$ cat config.mk
export PLATFORM = sky130hd
export DESIGN_NAME = edge_window_ctrl
export DESIGN_NICKNAME = d
export VERILOG_FILES = /design/src/rtl/edge_window_ctrl.sv
export SDC_FILE = /design/constraint.sdc
export NUM_CORES = 1
export LEC_CHECK = 0
export CAP_MARGIN = 20
export CORE_MARGIN = 2
export CORE_UTILIZATION = 30
export CTS_CLUSTER_DIAMETER = 200
export DETAILED_ROUTE_END_ITERATION = 6
export SETUP_SLACK_MARGIN = 0.2
export SLEW_MARGIN = 20
export SYNTH_ARGS = -nofsm -noshare
export SYNTH_HDL_FRONTEND = slang
export SYNTH_SLANG_ARGS = --single-unit
$ cat constraint.sdc
create_clock -name clock -period 8.46 [get_ports clock]
set_input_delay 2.538 -clock clock [delete_from_list [all_inputs] [get_ports clock]]
set_output_delay 2.538 -clock clock [all_outputs]
set_load 0.05 [all_outputs]
$ cat src/rtl/edge_window_ctrl.sv
// Sequencing controller for the line-buffer + Sobel edge datapath: turns the raster position
// into shift/window strobes, tracks line-buffer fill and latches the per-frame mode.
module edge_window_ctrl #(
    parameter int COLS     = 640,
    parameter int ROWS     = 480,
    parameter int GRAY_LAT = 1,
    parameter int DP_LAT   = 3
) (
    input  logic        clock,
    input  logic        reset,
    input  logic [10:0] hcount,
    input  logic [9:0]  vcount,
    input  logic [1:0]  mode_in,
    output logic        sr_shift,
    output logic        win_valid,
    output logic        out_valid,
    output logic        border,
    output logic [1:0]  mode,
    output logic [1:0]  rows_filled,
    output logic        frame_done
);
    localparam int CW = (COLS > 1) ? $clog2(COLS) : 1;
    localparam int RW = (ROWS > 1) ? $clog2(ROWS) : 1;
    localparam int FW = $clog2(DP_LAT + 1);
    localparam logic [10:0]   COLS_H     = 11'(COLS);
    localparam logic [9:0]    ROWS_V     = 10'(ROWS);
    localparam logic [CW-1:0] COL_LAST   = CW'(COLS - 1);
    localparam logic [RW-1:0] ROW_LAST   = RW'(ROWS - 1);
    localparam logic [FW-1:0] FLUSH_LAST = FW'(DP_LAT);

    typedef enum logic [1:0] {IDLE, FILL, RUN, FLUSH} state_t;

    state_t        state, state_nxt;
    logic [CW-1:0] col, col_nxt, pix_col;
    logic [RW-1:0] row, row_nxt, pix_row;
    logic [FW-1:0] flush_cnt, flush_cnt_nxt;
    logic          act_raw, sof_raw, act_p0, sof_p0;
    logic          shift_p0, win_p0, wrap_p0, hold_p0, done_p0;
    logic          wrap_p1, hold_p1;
    logic [DP_LAT-1:0] vld_p2, shf_p2, hold_p2;

    function automatic logic [1:0] sat_inc2(input logic [1:0] v);
        return (v >= 2'd2) ? 2'd2 : v + 2'd1;
    endfunction

    assign act_raw = (hcount < COLS_H) && (vcount < ROWS_V);
    assign sof_raw = (hcount == 11'd0) && (vcount == 10'd0);

    // raster -> p0: align the raster qualifiers so the p1 register lands GRAY_LAT cycles later
    generate
        if (GRAY_LAT > 1) begin : g_gray_dly
            logic [GRAY_LAT-2:0] act_gl, sof_gl;
            always_ff @(posedge clock) begin
                if (reset) begin
                    act_gl <= '0;
                    sof_gl <= '0;
                end else begin
                    act_gl[0] <= act_raw;
                    sof_gl[0] <= sof_raw;
                    for (int i = 1; i < GRAY_LAT - 1; i++) begin
                        act_gl[i] <= act_gl[i-1];
                        sof_gl[i] <= sof_gl[i-1];
                    end
                end
            end
            assign act_p0 = act_gl[GRAY_LAT-2];
            assign sof_p0 = sof_gl[GRAY_LAT-2];
        end else begin : g_gray_dir
            assign act_p0 = act_raw;
            assign sof_p0 = sof_raw;
        end
    endgenerate

    always_comb begin
        state_nxt     = state;
        col_nxt       = col;
        row_nxt       = row;
        flush_cnt_nxt = flush_cnt;
        done_p0       = 1'b0;
        // a SOF in any state restarts the frame with this pixel as (0,0)
        pix_col  = sof_p0 ? '0 : col;
        pix_row  = sof_p0 ? '0 : row;
        hold_p0  = ((sof_p0 ? mode_in : mode) == 2'd3);
        shift_p0 = act_p0 && (sof_p0 || state == FILL || state == RUN);
        wrap_p0  = shift_p0 && (pix_col == COL_LAST);
        win_p0   = shift_p0 && !sof_p0 && (state == RUN) && (col >= CW'(2));

        if (shift_p0) begin
            col_nxt = wrap_p0 ? '0 : pix_col + 1'b1;
            row_nxt = wrap_p0 ? pix_row + 1'b1 : pix_row;
        end

        if (sof_p0) begin
            state_nxt     = FILL;
            flush_cnt_nxt = '0;
            if (!shift_p0) begin
                col_nxt = '0;
                row_nxt = '0;
            end
        end else begin
            case (state)
                FILL: if (wrap_p0 && row == RW'(1)) state_nxt = RUN;
                RUN: begin
                    if (wrap_p0 && row == ROW_LAST) begin
                        state_nxt     = FLUSH;
                        col_nxt       = '0;
                        row_nxt       = '0;
                        flush_cnt_nxt = '0;
                    end
                end
                FLUSH: begin
                    if (flush_cnt == FLUSH_LAST) begin
                        state_nxt = IDLE;
                        done_p0   = 1'b1;
                    end else begin
                        flush_cnt_nxt = flush_cnt + 1'b1;
                    end
                end
                default: ;
            endcase
        end
    end

    // p0 -> p1: shift/window strobes at shift-register input timing
    always_ff @(posedge clock) begin
        if (reset) begin
            state       <= IDLE;
            col         <= '0;
            row         <= '0;
            flush_cnt   <= '0;
            mode        <= 2'd0;
            rows_filled <= 2'd0;
            sr_shift    <= 1'b0;
            win_valid   <= 1'b0;
            wrap_p1     <= 1'b0;
            hold_p1     <= 1'b0;
            frame_done  <= 1'b0;
        end else begin
            state      <= state_nxt;
            col        <= col_nxt;
            row        <= row_nxt;
            flush_cnt  <= flush_cnt_nxt;
            sr_shift   <= shift_p0;
            win_valid  <= win_p0;
            wrap_p1    <= wrap_p0;
            hold_p1    <= hold_p0;
            frame_done <= done_p0;
            if (sof_p0) mode <= mode_in;
            if (sof_p0)       rows_filled <= 2'd0;
            else if (wrap_p1) rows_filled <= sat_inc2(rows_filled);
        end
    end

    // p1 -> p2: delay line matching the Sobel/selector latency
    always_ff @(posedge clock) begin
        if (reset) begin
            vld_p2  <= '0;
            shf_p2  <= '0;
            hold_p2 <= '0;
        end else begin
            vld_p2[0]  <= win_valid;
            shf_p2[0]  <= sr_shift;
            hold_p2[0] <= hold_p1;
            for (int i = 1; i < DP_LAT; i++) begin
                vld_p2[i]  <= vld_p2[i-1];
                shf_p2[i]  <= shf_p2[i-1];
                hold_p2[i] <= hold_p2[i-1];
            end
        end
    end

    assign out_valid = vld_p2[DP_LAT-1];
    assign border    = shf_p2[DP_LAT-1] && (hold_p2[DP_LAT-1] || !vld_p2[DP_LAT-1]);

endmodule
==> impl_metrics.env <==
export IMPL_p_per_area_mw_per_mm2=132
export IMPL_hold_viol=0
export IMPL_pre_cts_ws_ns=2.93
export IMPL_synth_common_cells="41 x dfxtp_1, 20 x a21oi_1, 13 x o21ai_0, 12 x nand3_1"
export IMPL_cp_end_kind="flip-flop"
export IMPL_syn_nets=262
export IMPL_worst_slew_pin_slew_ns=0.695
export IMPL_hold_path_class="reg -> reg"
export IMPL_cp_top_family="simple AND/OR/NAND/NOR gates"
export IMPL_fillers=713
export IMPL_finalNonFillerCells=361
export IMPL_clk_path_buf_depth=2
export IMPL_dr_total_vias=1848
export IMPL_cts_inserted_buffers=5
export IMPL_antenna_left=0
export IMPL_slew_viol_final=0
export IMPL_clock_fmax_mhz=190
export IMPL_routedWlPerCell_um=14.0
export IMPL_drtIter0Drc=105
export IMPL_track_usage_pct=14.1
export IMPL_ir_drop_mv=0.0435
export IMPL_ys_flop_type="dfxtp_1"
export IMPL_p_leak_uw=0.000789
export IMPL_postLayoutCellArea_mm2=0.00258
export IMPL_dpl_cell_count=353
export IMPL_initial_core_util_pct=31.1
export IMPL_via_per_inst=5.12
export IMPL_setup_viol=0
export IMPL_grt_pass1_vias=1830
export IMPL_fp_dieH_um=87.9
export IMPL_cp_max_fo=17
export IMPL_place_area_mm2=0.00250
export IMPL_max_cap_viol_count=0
export IMPL_drive_gt1_share_pct=12.1
export IMPL_utilization_pct=38.0
export IMPL_grt_pass1_wl_mm=8.61
export IMPL_path_class="in -> reg"
export IMPL_tritoncts="yes"
export IMPL_ios=34
export IMPL_hold_buffers=0
export IMPL_wl_mm=5.04
export IMPL_cp_common_cell="nor3_1"
export IMPL_cts_htree_levels=2
export IMPL_yosysSeqAreaShare_pct=38.9
export IMPL_routabilityCongestion=0.870
export IMPL_diodes=0
export IMPL_die_area_mm2=0.00773
export IMPL_cts_setup_buffers=0
export IMPL_path_clk_slew_ns=0.08
export IMPL_syn_area_per_cell_um2=9.03
export IMPL_synth_top_area_share_pct=38.9
export IMPL_cpPeakStageDelay_ns=0.59
export IMPL_rsz0062_at_grt="false"
export IMPL_yosysMostFrequentCell="dfxtp_1"
export IMPL_syn_area_mm2=0.00211
export IMPL_die_w_um=87.9
export IMPL_port_buffers=33
export IMPL_synth_largest_area_cell="dfxtp_1"
export IMPL_worstPathCellList="clkdlybuf4s50_1 > nor3_1 > and4_1 > nand2_2 > and2_1 > ha_1 > nand4_2 > nor3_1 > a21oi_1 > a211oi_1 > o32ai_1"
export IMPL_root_buffer="clkbuf_8"
export IMPL_crit_required_ns=8.63
export IMPL_area_growth_syn_to_layout_pct=22.3
export IMPL_min_period_over_period_pct=62.1
export IMPL_grt_max_degree=27
export IMPL_antenna_found_initial=0
export IMPL_clock_skew_ns=0.0115
export IMPL_drc=0
export IMPL_async_flop_share_pct=0
export IMPL_dp_hpwl_mm=3.62
export IMPL_synth_seq_cells=41
export IMPL_cts_num_sinks=41
export IMPL_clk_latency_ns=0.30
export IMPL_synth_cell_type_count=62
export IMPL_synthTopCellsByArea="dfxtp_1 39%, a21oi_1 4.7%, o21ai_0 3.1%"
export IMPL_fin_tns_setup_ns=0
export IMPL_nets=292
export IMPL_dr_pass1_iters=4
export IMPL_row_count=30
export IMPL_setup_slack_ns=3.21
export IMPL_synthCells=234
export IMPL_outcome="completed"
export IMPL_post_cts_resized=0
export IMPL_worstSetupStartpointType="primary input"
export IMPL_crit_slowest_cell="nor3_1"
export IMPL_path_buf_inv=1
export IMPL_relSlewSlack_pct=53.3
export IMPL_ys_warn_count=0
export IMPL_synth_edf_count=0
export IMPL_gr_total_overflow=0
export IMPL_crit_arrival_ns=5.42
export IMPL_period_minus_slack_ns=5.25
export IMPL_coreArea_mm2=0.00679
[worst reg2reg max path, delay by kind of cell (launching register included)]
kind	cells	cell delay (ns)
flip-flops	1	0.40
adder cells (fa/ha/maj)	1	0.22
AND/OR/NAND/NOR	3	0.96
AO/OA/AOI/OAI	3	0.59
[area by class of cell]
cell class                 instances  area (µm²)  area share [%]
clock buffer                       5        68.8            2.66
clock inverter                     3        17.5           0.678
inverter                           7        26.3            1.02
multi-input combinational        175        1190            46.1
sequential                        41         821            31.8
tap                               96         120            4.65
timing repair buffer              34         338            13.1
[placed cells by master, fill, tap and decap left out, types with 9 or more instances in the layout]
cell type / count
dfxtp_1: 41
clkdlybuf4s50_1: 33
a21oi_1: 20
o21ai_0: 13
nand3_1: 12
nor3_1: 11
nor2_1: 11
nand2_1: 10
nor2b_1: 9
or3_1: 9
[power by group]
part	switching, µW	internal (µW)	total [µW]
Clock	69.7	57.0	127
Sequential	0.0959	193	193
Combinational	9.61	11.7	21.3
[layer usage]
metal / global-route usage [%] / vias up / wire length [µm]
met5: 0 / - / 0
met4: 4.48 / 0 / 44
met3: 3.11 / 5 / 169
met2: 23.3 / 27 / 2400
met1: 18.2 / 867 / 2420
li1: - / 949 / -
[cells by family after synthesis]
group	Yosys count	synth area share, %
AOI/OAI and AO/OA	65	20.6
xor gates and xnor gates	2	1.72
adders and majority gates	3	1.78
buffers and inverters	18	4.68
DFF	41	38.9
muxes	2	0.948
and+or+nand+nor	103	31.4
[final timing paths]
check,cells after the start,slack (ns),start,to
max reg2reg,7,6.16,flip-flop,flip-flop
max,11,3.21,vcount[8],flip-flop
min,1,0.44,hold_p2[0],hold_p2[1]
min reg2reg,1,0.44,hold_p2[0],hold_p2[1]
[per-stage QoR]
stage                     hold WS, ns  power [µW]
after floorplan                 0.414         205
after global placement          0.416         219
after detailed placement        0.424         219
after CTS                       0.444         345
after global routing            0.467         356
final                           0.440         341
(Power assumes the default switching activity.)
